[src/rtl/spi_master_20mhz.sv]
`default_nettype none
// ============================================================================
// Module   : spi_master_20mhz
// Brief    : Mode-0, MSB-first, full-duplex SPI master with a valid/ready
//            command side and registered SCLK / CS_N / MOSI pins.
// Revision : 1.0 - initial release
// ============================================================================
module spi_master_20mhz #(
    parameter int DATA_W   = 16,
    parameter int CLK_DIV  = 5,
    parameter int CS_LEAD  = 2,
    parameter int CS_TRAIL = 2
) (
    input  logic              clk,
    input  logic              rst,
    input  logic [DATA_W-1:0] tx_data,
    input  logic              tx_valid,
    output logic              tx_ready,
    output logic [DATA_W-1:0] rx_data,
    output logic              rx_valid,
    output logic              busy,
    output logic              sclk,
    output logic              cs_n,
    output logic              mosi,
    input  logic              miso
);

    localparam int c_PH_W     = (CLK_DIV > 1) ? $clog2(CLK_DIV) : 1;
    localparam int c_BIT_W    = $clog2(DATA_W + 1);
    localparam int c_HOLD_MAX = (CS_LEAD > CS_TRAIL) ? CS_LEAD : CS_TRAIL;
    localparam int c_HOLD_W   = (c_HOLD_MAX > 1) ? $clog2(c_HOLD_MAX) : 1;

    localparam logic [c_PH_W-1:0]   c_PH_LAST    = c_PH_W'(CLK_DIV - 1);
    localparam logic [c_PH_W-1:0]   c_LOW_CNT    = c_PH_W'(CLK_DIV / 2);
    localparam logic [c_PH_W-1:0]   c_PH_RISE    = c_PH_W'(CLK_DIV / 2 - 1);
    localparam logic [c_BIT_W-1:0]  c_BIT_LAST   = c_BIT_W'(DATA_W - 1);
    localparam logic [c_HOLD_W-1:0] c_LEAD_LAST  = c_HOLD_W'(CS_LEAD - 1);
    localparam logic [c_HOLD_W-1:0] c_TRAIL_LAST = c_HOLD_W'(CS_TRAIL - 1);

    localparam logic [1:0] c_IDLE  = 2'd0;
    localparam logic [1:0] c_LEAD  = 2'd1;
    localparam logic [1:0] c_SHIFT = 2'd2;
    localparam logic [1:0] c_TRAIL = 2'd3;

    logic [1:0]          r_state;
    logic [1:0]          w_state_nxt;
    logic [c_HOLD_W-1:0] r_hold;
    logic [c_PH_W-1:0]   r_phase;
    logic [c_PH_W-1:0]   w_phase_nxt;
    logic [c_BIT_W-1:0]  r_bit;
    logic [DATA_W-1:0]   r_tx;
    logic [DATA_W-1:0]   r_rx;
    logic [DATA_W-1:0]   w_tx_shl;
    logic                w_accept;
    logic                w_lead_done;
    logic                w_trail_done;
    logic                w_wrap;
    logic                w_rise;
    logic                w_last_bit;

    always_ff @(posedge clk) begin
        if (rst) begin
            r_state <= c_IDLE;
        end else begin
            r_state <= w_state_nxt;
        end
    end

    always_comb begin
        w_state_nxt = r_state;
        case (r_state)
            c_IDLE:  if (w_accept)     w_state_nxt = c_LEAD;
            c_LEAD:  if (w_lead_done)  w_state_nxt = c_SHIFT;
            c_SHIFT: if (w_last_bit)   w_state_nxt = c_TRAIL;
            c_TRAIL: if (w_trail_done) w_state_nxt = c_IDLE;
            default:                   w_state_nxt = c_IDLE;
        endcase
    end

    // Handshake outputs and per-cycle event decode shared by the FSM and datapath.
    always_comb begin
        tx_ready     = (r_state == c_IDLE) && !rst;
        busy         = (r_state != c_IDLE);
        w_accept     = tx_valid && tx_ready;
        w_lead_done  = (r_state == c_LEAD)  && (r_hold == c_LEAD_LAST);
        w_trail_done = (r_state == c_TRAIL) && (r_hold == c_TRAIL_LAST);
        w_wrap       = (r_state == c_SHIFT) && (r_phase == c_PH_LAST);
        w_rise       = (r_state == c_SHIFT) && (r_phase == c_PH_RISE);
        w_last_bit   = w_wrap && (r_bit == c_BIT_LAST);
        w_phase_nxt  = (r_phase == c_PH_LAST) ? '0 : r_phase + 1'b1;
        w_tx_shl     = r_tx << 1;
    end

    always_ff @(posedge clk) begin
        if (rst) begin
            r_hold   <= '0;
            r_phase  <= '0;
            r_bit    <= '0;
            r_tx     <= '0;
            r_rx     <= '0;
            sclk     <= 1'b0;
            cs_n     <= 1'b1;
            mosi     <= 1'b0;
            rx_data  <= '0;
            rx_valid <= 1'b0;
        end else begin
            rx_valid <= 1'b0;
            case (r_state)
                c_IDLE: begin
                    if (w_accept) begin
                        r_tx   <= tx_data;
                        cs_n   <= 1'b0;
                        mosi   <= tx_data[DATA_W-1];
                        r_hold <= '0;
                    end
                end
                c_LEAD: begin
                    r_hold <= r_hold + 1'b1;
                    if (w_lead_done) begin
                        r_phase <= '0;
                        r_bit   <= '0;
                    end
                end
                c_SHIFT: begin
                    // Phase 0 always maps to sclk low, so the final wrap parks sclk low too.
                    r_phase <= w_phase_nxt;
                    sclk    <= (w_phase_nxt >= c_LOW_CNT);
                    if (w_rise) begin
                        r_rx <= (r_rx << 1) | DATA_W'(miso);
                    end
                    if (w_wrap) begin
                        r_bit <= r_bit + 1'b1;
                        if (w_last_bit) begin
                            r_hold <= '0;
                        end else begin
                            r_tx <= w_tx_shl;
                            mosi <= w_tx_shl[DATA_W-1];
                        end
                    end
                end
                c_TRAIL: begin
                    r_hold <= r_hold + 1'b1;
                    if (w_trail_done) begin
                        cs_n     <= 1'b1;
                        mosi     <= 1'b0;
                        rx_data  <= r_rx;
                        rx_valid <= 1'b1;
                    end
                end
                default: begin
                    cs_n <= 1'b1;
                end
            endcase
        end
    end

endmodule
`default_nettype wire

[config.mk]
export PLATFORM = sky130hd
export DESIGN_NAME = spi_master_20mhz
export DESIGN_NICKNAME = d
export VERILOG_FILES = /design/src/rtl/spi_master_20mhz.sv
export SDC_FILE = /design/constraint.sdc
export NUM_CORES = 1
export LEC_CHECK = 0
export BUFFER_PORTS_ARGS = -buffer_cell sky130_fd_sc_hd__buf_2
export CAP_MARGIN = 20
export CORE_ASPECT_RATIO = 0.7
export CORE_UTILIZATION = 30
export CTS_BUF_LIST = sky130_fd_sc_hd__clkbuf_4 sky130_fd_sc_hd__clkbuf_8 sky130_fd_sc_hd__clkbuf_16
export DETAILED_ROUTE_END_ITERATION = 10
export PLACE_DENSITY = 0.51
export SYNTH_ARGS = -nofsm -noshare
export SYNTH_HDL_FRONTEND = slang
export SYNTH_SLANG_ARGS = --single-unit
export TNS_END_PERCENT = 5
[constraint.sdc]
create_clock -name clk -period 1.9 [get_ports clk]
set_input_delay 0.095 -clock clk [delete_from_list [all_inputs] [get_ports clk]]
set_output_delay 0.095 -clock clk [all_outputs]
set_load 0.02 [all_outputs]
# --- Word-level counts from Yosys, hierarchy flattened ---
# Cells that the tools add are included.
classes:
  n_addsub: 3
  order_cmp: 1
  eq_ne: 12
  mux: 27
  n_bitwise: 2
  n_reduce_logical: 25
op_table:
  columns: ["op", "n"]
  rows:
  - ["two-way mux 15 bit", 3]
  - ["one-hot mux 15 bit (2 select lines)", 1]
  - ["bitwise OR 16 x 1 -> 16 bit", 1]
  - ["inequality test 2 bit, second input constant", 6]
  - ["two-way mux 5 bit", 2]
  - ["one-hot mux 5 bit (2 select lines)", 1]
  - ["two-way mux 1 bit", 9]
  - ["AND reduction 3 bit", 3]
  - ["two-way mux 2 bit", 4]
  - ["one-hot mux 2 bit (4 select lines)", 1]
  - ["AND reduction 4 bit", 2]
  - ["nonzero test 2 bit", 4]
  - ["logical AND 1 bit", 7]
  - ["two-way mux 3 bit", 2]
  - ["one-hot mux 1 bit (3 select lines)", 2]
  - ["one-hot mux 3 bit (2 select lines)", 1]
  - ["AND reduction 2 bit", 3]
  - ["adder 5 x 1 -> 5 bit, second input constant", 1]
  - ["== test 5 x 4 -> 1 bit, second input constant", 1]
  - ["AND reduction 5 bit", 1]
  - ["== test 2 bit, second input constant", 2]
  - ["OR reduction 2 bit", 2]
  - ["adder 3 x 1 -> 3 bit, second input constant", 1]
  - ["== test 3 x 1 -> 1 bit, second input constant", 1]
  - ["other kinds (9)", 9]
totals:
  register_bits: 62
  in_bits: 20
  output_inout_bits: 22
  elab_cells: 81

# --- Longest topological paths before layout ---
# Gate-level depths: netlist (run 1).
depth:
  word_depth: 6
  ltp_mapped: 9
  depth_no_buf: 7

# --- Worst setup path before layout (run 1) ---
# Ideal clock, no wire load.
synth_timing:
  kind: "register to register"
  start: "register r_bit[0]"
  end: "register r_tx[12]"
  setup_ns: 0.142
  arrival_time_ns: 1.750
  required_ns: 1.758
  setup_slack_ns: 0.009
  stages_incl_launch_ff: 10
  path_buffers: 2
  period_less_slack_ns: 1.891
  cell_sequence: "dfxtp_1 ha_1 and3_1 ha_1 nand3b_4 a22oi_4 and2_4 buf_8 buf_12 a211oi_2"
synth_via:
  elab_chain_cells: 4
synth_lines:
  columns: ["item", "line", "source"]
  rows:
  - ["start, declared", "50", "logic [c_BIT_W-1:0] r_bit;"]
  - ["start signal, assigned", "132", "r_bit <= r_bit + 1'b1;"]
  - ["== test 5 x 4 -> 1 bit", "89", "w_last_bit = w_wrap && (r_bit == c_BIT_LAST);"]
  - ["logical AND 1 bit", "89", null]
  - ["inequality test 2 bit (no source line)", null, null]
  - ["AND reduction 4 bit (no source line)", null, null]
  - ["end signal, assigned", "111", "r_tx <= tx_data;"]
  - ["end signal, assigned", "136", "r_tx <= w_tx_shl;"]
  - ["end, declared", "51", "logic [DATA_W-1:0] r_tx;"]
# No other way between the ends.
# A chain may end at the register's enable or synchronous reset.

# --- Final worst setup path (run 1) ---
layout_timing:
  start: "register r_state[0]"
  end: "register r_rx[14]"
layout_via:
  elab_chain_cells: 3
layout_lines:
  columns: ["item", "line", "source"]
  rows:
  - ["start, declared", "45", "logic [1:0] r_state;"]
  - ["start signal, assigned", "63", "r_state <= c_IDLE;"]
  - ["start signal, assigned", "65", "r_state <= w_state_nxt;"]
  - ["== test 2 bit (*)", "88, 108", null]
  - ["logical AND 1 bit", "88", "w_rise = (r_state == c_SHIFT) && (r_phase == c_PH_RISE);"]
  - ["AND reduction 2 bit (no source line) (*)", null, null]
  - ["end signal, assigned", "129", "r_rx <= (r_rx << 1) | DATA_W'(miso);"]
  - ["end, declared", "52", "logic [DATA_W-1:0] r_rx;"]
# Mark *: on every way between the ends. The rest lies on a longest branch, timed or not.

==> qor.txt, run 1 <==
outcome: complete, no violations
Critical Path Fanout Max: 16
Pleak: 0.00127 uW
routability cong.: 0.738
Final Slew Violations: 0
Logic pwr share: 0.353
vias per cell: 4.65
first-pass GRT wire length: 10300 um
PwrDens: 1370 nW/um^2
clk buf depth: 2
sequential area share after synthesis: 0.441
gr usage total: 0.132
R2R Path Start: r_state[0]$_SDFFE_PP0P_
CP Data Arrival Time: 1.94 ns
Hold Fails Final Rpt: 0
setup TNS: 0 ns
Row Count: 29
CP Launch Type: flop
Worst Setup SP: r_state[0]$_SDFFE_PP0P_
period utilisation layout: 0.934
Max-Cap Viols: 0
largest net degree at the start of global routing: 63
Worst Path Required: 2.07 ns
cell mode on critical path: nand2_1
Die Ht: 83.0 um
drc violations: 0
routed length per instance: 12.8 um
layout cells sized above 1: 0.253
Slew @ Worst Pin: 0.691 ns
clock sinks: 62
hold crit path type: primary input to flop
dpl hpwl: 4060 um
buffers inserted by post-CTS timing repair: 0
TritonCTS clock tree: yes
Sw Ratio: 0.337
mapped cell area: 2810 um^2
Initial Util: 0.310
drt pass-1 iters: 4
Vias: 2247
delay-heaviest family, CP: simple AND/OR/NAND/NOR gates
Slowest Stage Delay on Critical Path: 0.42 ns
H-tree depth: 3
kind of critical path: flop to flop
Syn. warnings: 0
post-synthesis average cell area: 8.93 um^2
Core Region: 9070 um^2
area added between synthesis and finish: 21.1%
Die Width: 118 um
# nets final: 387
Worst Path Buf+Inv: 2
Clock Skew: 0.00400 ns
initial antenna violation count: 0
Routed Antenna Nets: 0
WL final: 6190 um
setup violators final: 0
Worst-path clk slew: 0.05 ns
Port Buffers: 41
antenna diode count: 0
die area: 9770 um^2
Final min period: 1.78 ns
CP Cell Sequence: inv_1 -> ha_1 -> buf_4 -> nand2_1 -> or2_2 -> nand2_1 -> a21oi_1
CP endpoint kind: flop
cells after synthesis: 315
Worst slew margin: 0.539
later-pin clock latency in the skew report: 0.32 ns
switching power: 1580 uW
vias in the first global route: 2225
unrepaired setup endpoints after global routing: no
part of the power in registers: 0.338
grt ovf: 0
total CTS buffers: 9
IO Count: 42
fmax: 563 MHz
CP max stage cell: or2_2
post-synthesis cell type count: 41
final core occ: 0.375
clock group share of total power: 0.309
hold path startpoint: miso
CTS root buf: clkbuf_16
net count after synthesis: 345
Int Pwr: 3100 uW
Worst VDD drop: 435 uV
Iter 0 DRT Violations: 99
FF+latch count, synth: 62
==> flip-flops by register name, summed over array words and instances (netlist names), 2 cells and up <==
signal / cells
r_state: 2
r_tx: 15
r_bit: 5
rx_data: 16
r_phase: 3
r_rx: 16
==> cell usage in the layout (no fill, tap or decap), types with 2 or more instances in the layout <==
cell,synthesis,routed
ha_1,10,8
a21oi_1,51,51
xnor2_1,3,3
buf_6,3,3
clkinv_2,0,2
buf_2,6,41
nand3_1,2,2
buf_4,2,9
clkbuf_16,0,9
dfxtp_1,62,61
a22oi_1,4,4
nand2_1,71,71
inv_1,9,9
a311oi_1,2,2
clkbuf_8,0,2
and2_4,1,2
a211oi_2,11,11
nor2_1,20,20
ha_2,0,2
mux2i_1,18,18
a211oi_1,6,6
nand2b_1,3,3
==> per-layer routing <==
| metal | routed length (um) | track usage | part of all wire |
|---|---|---|---|
| met5 | 0 | 0 | 0 |
| met1 | 3200 | 0.170 | 0.52 |
| met3 | 248 | 0.0440 | 0.040 |
| met2 | 2650 | 0.203 | 0.43 |
| met4 | 88 | 0.0559 | 0.014 |
==> path summary, 6_finish.rpt <==
check / end / slack [ns] / depth (start not counted)
max: r_rx[14]$_SDFFE_PP0P_ / 0.12 / 7
min: r_rx[0]$_SDFFE_PP0P_ / 0.02 / 3
max reg2reg: r_rx[14]$_SDFFE_PP0P_ / 0.12 / 7
min reg2reg: rx_data[4]$_SDFFE_PP0P_ / 0.45 / 2
==> Yosys cell counts (all sizes together) <==
master    n  area, um^2
inv       9        33.8
a32oi     1        8.76
nor2b     1        6.26
a31o      1        8.76
o21bai    1        7.51
xnor2     3        26.3
nand4     1        6.26
a311oi    2        17.5
nand3b    1        20.0
a211oi   17         183
a2bb2oi   1        8.76
o21ai     1        8.76
a21oi    51         255
a221oi    1        15.0
clkbuf   10        41.3
a21o      1        7.51
nand2    71         267
buf      13         114
and3      1        6.26
and2      2        15.0
dfxtp    62        1240
mux2i    19         194
nor4      1        6.26
nand2b    4        32.5
o21ba     1        10.0
or2       1        6.26
nand3     2        10.0
ha       10         125
a22oi     5        51.3
nor2     20        75.1
nor3      1        5.00
==> power groups by stage <==
stage	registers, uW	clock network, uW	logic [uW]
2_1_floorplan	1590	0	1360
3_3_place_gp	1600	0	1530
3_5_place_dp	1600	0	1550
4_1_cts	1580	1490	1550
5_1_grt	1600	1550	1840
6_report	1580	1440	1650
==> area by class of cell <==
class	count	area [um^2]
inverter	9	33.8
fill	953	5670
clock buffer	11	253
tap	124	155
sequential	62	1240
clock inverter	2	10.0
timing repair buffer	53	307
multi-input combinational	222	1410
==> worst reg2reg max path, cell delays in order (launching register included) <==
cell and delay [ns]:
dfxtp_1 0.33, inv_1 0.14, ha_1 0.23, buf_4 0.23, nand2_1 0.09, or2_2 0.42, nand2_1 0.12, a21oi_1 0.07
==> kinds of logic (layout without fill, tap and decap cells) <==
| kind of cell | after synthesis | after routing | share of synthesized area |
|---|---|---|---|
| simple gates | 106 | 107 | 0.162 |
| compound gates | 83 | 83 | 0.207 |
| flops | 62 | 62 | 0.441 |
| buf+inv | 32 | 75 | 0.0672 |
| mux | 19 | 19 | 0.0689 |
| fa+ha+maj | 10 | 10 | 0.0445 |
| xor+xnor | 3 | 3 | 0.00934 |
==> metrics by stage <==
stage          instance area (um^2)  cells  worst slack (ns)  total power [uW]  hold WS, ns
2_1_floorplan                  2810    315           0.00852              2950        0.231
3_3_place_gp                   3100    468            0.0664              3130        0.340
3_5_place_dp                   3100    468            0.0667              3150        0.350
4_1_cts                        3360    481            0.0489              4620      0.00675
5_1_grt                        3410    483           0.00501              4990       0.0464
6_report                       3410    483             0.124              4670       0.0244
==> what timing repair did <==
item	in CTS	in global routing
hold buffers	0	0
resized for setup	0	9
setup endpoints to repair	0	16
Note: power is estimated with default switching activity, not from simulation.
==> run 2, diff against run 1 <==
--- a/config.mk
+++ b/config.mk
@@ -9,8 +9,8 @@
 export CAP_MARGIN = 20
 export CORE_ASPECT_RATIO = 0.7
-export CORE_UTILIZATION = 30
+export CORE_UTILIZATION = 51
 export CTS_BUF_LIST = sky130_fd_sc_hd__clkbuf_4 sky130_fd_sc_hd__clkbuf_8 sky130_fd_sc_hd__clkbuf_16
 export DETAILED_ROUTE_END_ITERATION = 10
-export PLACE_DENSITY = 0.51
+export PLACE_DENSITY = 0.77
 export SYNTH_ARGS = -nofsm -noshare
 export SYNTH_HDL_FRONTEND = slang
==> constraint.sdc (replaced) <==
create_clock -name clk -period 1.9 [get_ports clk]
set_input_delay 0.38 -clock clk [delete_from_list [all_inputs] [get_ports clk]]
set_output_delay 0.38 -clock clk [all_outputs]
set_load 0.02 [all_outputs]
==> qor.txt, run 2 (same netlist as run 1, synthesis figures left out) <==
commonest non-fill, non-tap cell in the layout: nand2_1
Worst VDD drop: 587 uV
initial antenna violation count: 0
antenna diode count: 0
Critical Path Fanout Max: 8
hold crit path type: primary input to flop
cell mode on critical path: inv_1
Routed Antenna Nets: 0
# nets final: 387
vias per cell: 5.26
CP max stage cell: dfxtp_1
Worst Path Required: 1.52 ns
drc violations: 0
Row Count: 22
Die Ht: 64.1 um
TritonCTS clock tree: yes
PwrDens: 1370 nW/um^2
clock sinks: 62
unrepaired setup endpoints after global routing: yes
CP Cell Sequence: inv_1 -> ha_2 -> inv_1 -> nor2_1 -> buf_2
Die Width: 90.8 um
Initial Util: 0.532
H-tree depth: 3
Hold Fails Final Rpt: 0
Slowest Stage Delay on Critical Path: 0.35 ns
total CTS buffers: 9
Int Pwr: 2960 uW
grt ovf: 0
Pleak: 0.00126 uW
DP Area: 3040 um^2
Worst Path Buf+Inv: 3
Final min period: 1.88 ns
Max-Cap Viols: 0
gr usage total: 0.211
setup violators final: 0
Port Buffers: 41
Cells after DPL: 416
CP Data Arrival Time: 1.50 ns
switching power: 1580 uW
clk buf depth: 2
Fillers: 444
period utilisation layout: 0.987
CP endpoint kind: primary output
kind of critical path: flop to primary output
routability cong.: 0.800
area added between synthesis and finish: 18.1%
IO Count: 42
Slew @ Worst Pin: 0.539 ns
routed length per instance: 13.4 um
design area: 3320 um^2
most frequent cells in the layout: nand2_1 (71), dfxtp_1 (60), a21oi_1 (51)
Sequential Area: 1240 um^2
vias in the first global route: 2140
later-pin clock latency in the skew report: 0.34 ns
CP Launch Type: flop
WL final: 5800 um
outcome: complete, no violations
dpl hpwl: 3760 um
buffers inserted by post-CTS timing repair: 0
Clock Skew: 0.00929 ns
Vias: 2283
Worst-path clk slew: 0.07 ns
delay-heaviest family, CP: buffers and inverters
fmax: 533 MHz
first-pass GRT wire length: 9500 um
biggest regs: r_rx: 16 flops, rx_data: 16 flops, r_tx: 15 flops
die area: 5820 um^2
layout cells sized above 1: 0.273
CTS root buf: clkbuf_8
Core Region: 5290 um^2
largest net degree at the start of global routing: 48
Hold Buf Count CTS: 0
clock group share of total power: 0.284
Worst slew margin: 0.641
drt pass-1 iters: 5
Iter 0 DRT Violations: 90
Sw Ratio: 0.348
Pwr Total: 4540 uW
multi-input logic area: 1410 um^2
part of the power in registers: 0.348
final non-filler cell total: 434
Final Slew Violations: 0
Logic pwr share: 0.368
-- run 2: cell types whose count changed in the layout (fill, tap and decap cells not counted), sizes merged --
cell    before  now
buf         53   52
bufinv       0    2
clkinv       2    3
inv          9   10
-- run 2: final cells by class --
class                   instances  area share
multi-input cells             222       0.425
flip-flops and latches         62       0.375
repair buffers                 53      0.0965
clock buffers                  10      0.0414
well taps                      72      0.0271
clock inverters                 6      0.0252
inverters                       9      0.0102
-- run 2: worst paths after layout --
kind,start,endpoint,slack [ns],cells past startpoint
setup / recovery,r_state[0]$_SDFFE_PP0P_,tx_ready,0.02,5
hold / removal,miso,r_rx[0]$_SDFFE_PP0P_,0.28,3
setup reg to reg,r_bit[0]$_SDFFE_PP0P_,r_tx[12]$_SDFFE_PP0P_,0.05,8
hold reg to reg,rx_data[14]$_SDFFE_PP0P_,rx_data[14]$_SDFFE_PP0P_,0.45,2
-- run 2: timing repair --
action                                  4_1_cts  5_1_grt
pin swaps                                     0       11
gates cloned                                  0        2
gates resized for setup                       2        9
endpoints found under the setup margin        6       39
-- run 2: layer usage --
metal / up-vias / wire length, um / track usage
li1: 1162 / - / -
met1: 1070 / 2740 / 0.254
met2: 47 / 2750 / 0.346
met3: 4 / 272 / 0.0738
met4: 0 / 44 / 0.0847
met5: - / 0 / 0
-- run 2: through the flow --
step           TNS [ns]   util  hold slack [ns]  setup WS (ns)
2_1_floorplan         0      -            0.432        0.00852
3_3_place_gp          0  0.574            0.441         0.0654
3_5_place_dp    -0.0112  0.574            0.444        -0.0112
4_1_cts               0  0.617            0.266        0.00662
5_1_grt          -0.378  0.628            0.268        -0.0772
6_report              0  0.628            0.278         0.0238
-- run 2: worst register-to-register path: stages, from the launching register on --
cell and delay [ns]:
dfxtp_2 0.32, ha_2 0.18, and3_4 0.17, ha_2 0.17, nand3b_4 0.16, a22oi_4 0.31
clkbuf_16 0.22, a21oi_1 0.07, a211oi_2 0.18
-- run 2: power by group through the flow --
stage	logic, uW	clock network, uW	registers, uW
finish	1670	1290	1580
detailed placement	1510	0	1610
global route	1840	1370	1600
floorplan	1360	0	1590
CTS	1530	1310	1580
global placement	1450	0	1600
